**config.mk**
```make
export PLATFORM = sky130hd
export DESIGN_NAME = keccak_padder
export DESIGN_NICKNAME = d
export VERILOG_FILES = /design/src/rtl/keccak_padder.sv
export SDC_FILE = /design/constraint.sdc
export NUM_CORES = 2
export LEC_CHECK = 0
export ABC_AREA = 1
export BUFFER_PORTS_ARGS = -buffer_cell sky130_fd_sc_hd__buf_2
export CORE_AREA = 8 8 432 434
export DETAILED_ROUTE_END_ITERATION = 7
export DIE_AREA = 0 0 440 442
export MAX_ROUTING_LAYER = met4
export PLACE_DENSITY = 0.45
export SETUP_SLACK_MARGIN = 0.3
export SLEW_MARGIN = 20
export SYNTH_ARGS = -nofsm -noshare
export SYNTH_HDL_FRONTEND = slang
export SYNTH_SLANG_ARGS = --single-unit
```
**constraint.sdc**
```tcl
create_clock -name clk -period 2.3 [get_ports clk]
set_input_delay 0 -clock clk [delete_from_list [all_inputs] [get_ports clk]]
set_output_delay 0 -clock clk [all_outputs]
set_load 0.01 [all_outputs]
```
**src/rtl/keccak_padder.sv**
```systemverilog
// SHA-3 input padder: packs 32-bit message words into rate-sized blocks and applies 0x06..0x80 padding.
// Optional KECCAK_PADDER_BYTECOUNT_EN adds a msg_bytes message length counter output.
module keccak_padder #(
    parameter int C_SHA3_SIZE = 256
) (
    input  logic                               clk,
    input  logic                               reset,
    input  logic                               clear,
    input  logic [31:0]                        in_data,
    input  logic                               in_last,
    input  logic [1:0]                         in_bytes,
    input  logic                               in_valid,
    output logic                               in_ready,
    output logic [1600-2*C_SHA3_SIZE-1:0]      block_data,
    output logic                               block_last,
    output logic                               block_valid,
`ifdef KECCAK_PADDER_BYTECOUNT_EN
    output logic [31:0]                        msg_bytes,
`endif
    input  logic                               block_ready
);
    localparam int RATE   = 1600 - 2 * C_SHA3_SIZE;
    localparam int RATE_W = RATE / 32;
    localparam int WCNT_W = $clog2(RATE_W);

    typedef enum logic {
        S_FILL = 1'b0,
        S_FULL = 1'b1
    } state_t;

    state_t            state_q, state_d;
    logic [WCNT_W-1:0] wcnt_q, wcnt_d;
    logic [RATE-1:0]   buf_q, buf_d;
    logic              last_q, last_d;
    logic              beat;
    logic              done;
    logic              wrap;

    // Bytes at or above the valid count become 0x06 followed by zeros.
    function automatic logic [31:0] pad_word(input logic [31:0] d, input logic [1:0] n);
        logic [31:0] w;
        w = d;
        for (int b = 0; b < 4; b++) begin
            if (b == int'(n))
                w[31-8*b -: 8] = 8'h06;
            else if (b > int'(n))
                w[31-8*b -: 8] = 8'h00;
        end
        return w;
    endfunction

    assign in_ready = (state_q == S_FILL);
    assign beat     = in_valid & in_ready;
    assign done     = (state_q == S_FULL) & block_ready;
    assign wrap     = (wcnt_q == WCNT_W'(RATE_W - 1));

    always_comb begin
        state_d = state_q;
        wcnt_d  = wcnt_q;
        buf_d   = buf_q;
        last_d  = last_q;
        case (state_q)
            S_FILL: begin
                if (beat) begin
                    if (in_last) begin
                        for (int k = 0; k < RATE_W; k++) begin
                            if (k == int'(wcnt_q))
                                buf_d[RATE-1-32*k -: 32] = pad_word(in_data, in_bytes);
                            else if (k > int'(wcnt_q))
                                buf_d[RATE-1-32*k -: 32] = 32'h0;
                        end
                        // Final-bit marker in the last byte of the block; may share a byte with 0x06.
                        buf_d[7:0] = buf_d[7:0] | 8'h80;
                        last_d  = 1'b1;
                        state_d = S_FULL;
                    end else begin
                        for (int k = 0; k < RATE_W; k++) begin
                            if (k == int'(wcnt_q))
                                buf_d[RATE-1-32*k -: 32] = in_data;
                        end
                        if (wrap) begin
                            last_d  = 1'b0;
                            state_d = S_FULL;
                        end else begin
                            wcnt_d = wcnt_q + 1'b1;
                        end
                    end
                end
            end
            S_FULL: begin
                if (block_ready) begin
                    state_d = S_FILL;
                    wcnt_d  = '0;
                    buf_d   = '0;
                    last_d  = 1'b0;
                end
            end
            default: state_d = S_FILL;
        endcase
        if (clear) begin
            state_d = S_FILL;
            wcnt_d  = '0;
            buf_d   = '0;
            last_d  = 1'b0;
        end
    end

    always_ff @(posedge clk) begin
        if (reset) begin
            state_q <= S_FILL;
            wcnt_q  <= '0;
            buf_q   <= '0;
            last_q  <= 1'b0;
        end else begin
            state_q <= state_d;
            wcnt_q  <= wcnt_d;
            buf_q   <= buf_d;
            last_q  <= last_d;
        end
    end

    assign block_data  = buf_q;
    assign block_last  = last_q;
    assign block_valid = (state_q == S_FULL);

`ifdef KECCAK_PADDER_BYTECOUNT_EN
    logic [31:0] cnt_q;

    always_ff @(posedge clk) begin
        if (reset || clear)
            cnt_q <= '0;
        else if (done && last_q)
            cnt_q <= '0;
        else if (beat)
            cnt_q <= in_last ? cnt_q + {30'b0, in_bytes} : cnt_q + 32'd4;
    end

    assign msg_bytes = cnt_q;
`endif
endmodule

```
---- Word level (Yosys, flattened, before mapping) ----
Index checks and enable logic that the tools add are counted.
cells by class
  add/subtract/negate cells ............... 1
  bitwise operators ....................... 2
  shifts and indexed selects .............. 0
  order comparisons ....................... 36
  div/mod/pow operators ................... 0
  reductions and logical operators ........ 40
  multipliers ............................. 0
  equality and inequality tests ........... 109
  mux-type cells .......................... 127
operators with widths
  kind                                                                     number
  1088-bit two-way mux                                                     3
  32-bit two-way mux                                                       101
  1088-bit case mux with 2 select lines                                    1
  4-bit AND reduction                                                      34
  6-bit == test, first input constant                                      18
  3-bit by 2-bit inequality test with 1-bit output, second input constant  34
  3-bit by 1-bit inequality test with 1-bit output, second input constant  33
  5-bit by 6-bit > comparator with 1-bit output, first input constant      16
  8-bit two-way mux                                                        7
  5-bit by 6-bit == test with 1-bit output, first input constant           8
  4-bit by 6-bit > comparator with 1-bit output, first input constant      8
  4-bit by 6-bit == test with 1-bit output, first input constant           4
  3-bit by 6-bit > comparator with 1-bit output, first input constant      4
  6-bit two-way mux                                                        4
  3-bit by 6-bit == test with 1-bit output, first input constant           2
  2-bit by 6-bit > comparator with 1-bit output, first input constant      2
  6-bit > comparator, first input constant                                 2
  6-bit case mux with 2 select lines                                       1
  3-bit AND reduction                                                      3
  1-bit two-way mux                                                        8
  6-bit by 1-bit adder with 6-bit output, second input constant            1
  2-bit by 6-bit == test with 1-bit output, first input constant           1
  6-bit == test, second input constant                                     1
  1-bit by 6-bit > comparator with 1-bit output, first input constant      1
  12 further kinds                                                         18
word-level totals
  memory bits (read-only) ................. 0
  memories kept ........................... 0
  latch bits .............................. 0
  bits in writable memories ............... 0
  word-level logic and storage cells ...... 353
  register bits ........................... 1096

---- Depth between registers and ports, before layout ----
  depth after elaboration ................. 7
  gate-level depth with buffers ........... 13
  mapped depth without buffers ............ 11

---- Least setup slack after synthesis ----
OpenSTA, ideal clock, no wires.
  path type ............................... reg-to-reg
  start point ............................. reg wcnt_q[1]
  end point ............................... reg buf_q[47], in the netlist block_data[47]
  data arrival time ....................... 1.857 ns
  setup slack ............................. 0.311 ns
  period minus slack after synthesis ...... 1.989 ns
  path buffers ............................ 2
  stages on the path, launching flop included .. 11
  data required time ...................... 2.168 ns
  cells stage by stage .................... dfxtp_1 -> inv_1 -> ha_1 -> clkbuf_1 -> nand3_1 -> nor2_1 -> nor2_1 -> nor2_1 -> buf_2 -> nand2_1 -> a21oi_1
between the ends
  word-level cells in the longest chain between the ends .. 5
  elaborated cells between the ends (all ways) .. 9
RTL lines
  what                                                        line  text
  from (decl)                                                 32    logic [WCNT_W-1:0] wcnt_q, wcnt_d;
  from (signal assigned)                                      116   wcnt_q <= wcnt_d;
  branches (longest 5 deep; another with 6-bit > comparator)  n/a
  to (signal assigned)                                        117   buf_q <= buf_d;
  to (decl)                                                   33    logic [RATE-1:0] buf_q, buf_d;
Parallel ways; which one is timed is not known. The select of a mux whose other input is x is not followed.
A chain may end at the register's enable or synchronous reset.

---- Worst setup path in the final report ----
  start point ............................. reg wcnt_q[0]
  end point ............................... reg buf_q[740], in the netlist block_data[740]
between the ends
  word-level cells in the longest chain between the ends .. 5
  elaborated cells between the ends (all ways) .. 9
RTL lines
  what
  branches (longest 5 deep; another with 4-bit by 6-bit > comparator with 1-bit output)
Parallel ways; which one is timed is not known. The select of a mux whose other input is x is not followed.

==> metrics.yaml <==
layout:
  fin_cells: 9792
  fin_util_pct: 34.7
  multi_input_area_mm2: 0.0199
  seq_area_mm2: 0.0220
  n_fill_cell: 19294
  drive_above_1_share_pct: 28.2
  nets: 7359
  area_delta_synth_final_pct: 42.5
timing:
  period_needed_ns: 2.03
  setup_violations: 0
  maxSlewHeadroom_pct: 56.6
  worstMarginPinSlew_ns: 0.651
  fmax_mhz: 494
  finalCritPeriodShare_pct: 88.1
  skew_ns: 0.0256
  whs_ns: 0.174
  hold_viol: 0
  slew_violations: 0
  rsz0062_at_grt: "true"
clock_network:
  tritoncts: "done"
  clock_sinks: 1096
  clk_latency_ns: 0.83
  cts_root_buf: "clkbuf_16"
  clockBufferDepth: 3
  numCtsBuffers: 131
  h-tree-depth: 4
  clk_pin_slew_ns: 0.06
hold_path:
  worst_hold_path_type: "in -> reg"
synthesis:
  ys.flop_type: "dfxtp_1"
  syn_avg_cell_area_um2: 7.19
  yosys.area.top_type_share_pct: 50.1
  synthTopCellsByCount: "1,421 x nor2_1, 1,096 x dfxtp_1, 997 x nand2_1, 770 x a21oi_1, 566 x o21ai_0"
  yosysWarnings: 0
  ys_types: 33
  synth_most_common_cell: "nor2_1"
  synth_edf_count: 0
  yosysTopAreaCell: "dfxtp_1"
  synth_nets: 6139
  synthArstFlopShare_pct: 0
  seq_area_frac_synth_pct: 50.1
  synthTopCellsByArea: "dfxtp_1 50%, nor2_1 12%, a21oi_1 8.8%, nand2_1 8.5%, o21ai_0 6.5%"
  syn_inst: 6094
  synth_area_mm2: 0.0438
  ys_ff_latch: 1096
critical_path:
  r2r_start: "wcnt_q[0]"
  crit_path_end: "block_data[740]"
  crit_fanout: 8
  arrival_ns: 2.73
  ff2ff_path_depth: 12
  worstSetupStartpoint: "wcnt_q[0]"
  r2r_end: "block_data[740]"
  crit_type: "reg -> reg"
  start_kind: "register"
  cp.required_ns: 3.00
  end_kind: "register"
  r2r_slack_ns: 0.27
route:
  vias: 48076
  ant_nets: 0
  drt_pre_antenna_iters: 5
  drtIter0Drc: 4401
  routedWlPerCell_um: 28.1
  vias_per_cell: 4.91
  route.detailed.drc: 0
  drt-total-wl_mm: 275
placed_design:
  place_inst: 9400
  io_buffers: 1130
  routabilityCongestion: 0.911
  hpwl_mm: 186
global_route:
  grt_antenna_before_repair: 25
  grt_max_degree: 91
  grt_first_pass_wirelength_mm: 362
  grt_pass1_vias: 44614
  grt.total_usage_pct: 26.8
  grt-ovfl-total: 0
die:
  die_h_um: 442
  die_width_um: 440
  rows: 156
  ios: 1131
  dieArea_mm2: 0.194
  start_util_pct: 24.4
  core_region_area_mm2: 0.180
power_and_ir_drop:
  powerDensity_mw_per_mm2: 792
  cellLeakagePower_nw: 27.7
  ir_drop_v: 0.000627
status:
  status: "completed"
flow_run:
  maxCapViolations: 0
-- where the power goes --
group	switching (mW)	internal (mW)	leakage, nW
clock network	9.10	11.8	2.06
logic	5.65	2.80	16.8
registers	0.420	19.6	8.90
-- logic make-up after synthesis --
| group | synth area share [%] |
|---|---|
| AO/OA/AOI/OAI | 16.1 |
| XOR/XNOR | 0.0600 |
| adder cells (fa/ha/maj) | 0.143 |
| buffers and inverters | 6.98 |
| flip-flops | 50.1 |
| AND/OR/NAND/NOR | 26.6 |
-- how the worst min path moves through the flow --
stage / cells past startpoint / endpoint / start / slack [ns]
finish: 4 / block_data[7] / in_data[7] / 0.17
global route: 5 / block_valid / block_ready / 0.15
CTS: 4 / block_data[7] / in_data[7] / 0.08
detailed placement: 1 / block_data[38] / block_data[38] / 0.41
global placement: 1 / block_data[582] / block_data[582] / 0.41
floorplan: 2 / block_data[7] / in_data[7] / 0.19
-- critical path, cell delays in order (launching register included) --
cell and delay (ns):
dfxtp_2 0.36, buf_6 0.13, ha_4 0.14, inv_4 0.04, a21oi_4 0.16, buf_6 0.13, o21ai_4 0.07, nand2_2 0.10
buf_12 0.13, clkinvlp_4 0.23, clkbuf_16 0.28, nor2_2 0.09, nor2_1 0.05
-- placed cells by master (no fill, tap or decap), types with 55 or more instances in the layout --
| cell type | instances |
|---|---|
| o21ai_0 | 495 |
| inv_1 | 86 |
| buf_12 | 173 |
| buf_2 | 1130 |
| nand3_1 | 372 |
| a21oi_1 | 748 |
| nor2_1 | 1364 |
| nand2_1 | 937 |
| clkbuf_16 | 160 |
| o21ai_1 | 93 |
| nand2_2 | 55 |
| dfxtp_1 | 1089 |
| buf_4 | 201 |
-- registers in the layout, summed over array words and instances (netlist names) --
| name | count |
|---|---|
| wcnt_q | 6 |
| block_last | 1 |
| block_data | 1088 |
| block_valid | 1 |
-- routing by layer --
layer  up-vias  wire [um]  global-route usage [%]
li1      22273          -                       -
met1     23258     112000                    31.9
met2      2039     129000                    43.2
met3       506      19600                    5.59
met4         0      14700                    12.6
met5         -          0                       -
-- per-stage QoR --
stage	TNS [ns]	worst slack (ns)	power, mW	instance area, um^2
after floorplan	0	0.311	23.9	43800
after global placement	-17.45	-0.250	27.9	54800
after detailed placement	-14.00	-0.260	28.0	54800
after CTS	0	0.268	49.3	60400
after global routing	0	0.208	51.1	62400
final	0	0.274	49.4	62400
-- final cells by class --
| cell class | count | share of cell area, % |
|---|---|---|
| Sequential cell | 1096 | 35.2 |
| Multi-Input combinational cell | 4298 | 31.9 |
| Timing Repair Buffer | 1628 | 20.3 |
| Clock buffer | 183 | 5.81 |
| Tap cell | 2370 | 4.75 |
| Inverter | 158 | 1.11 |
| Clock inverter | 46 | 0.916 |
| Antenna cell | 12 | 0.0481 |
| Timing Repair inverter | 1 | 0.0120 |
-- what timing repair did --
| item | CTS | global route |
|---|---|---|
| setup buffers | 28 | 33 |
| hold endpoints to repair | 964 | 0 |
| hold buffers | 39 | 0 |
| resized for setup | 110 | 297 |
| pin swaps | 22 | 30 |
| gates cloned | 13 | 38 |
| setup endpoints to repair | 1045 | 781 |
(Power assumes the default switching activity.)
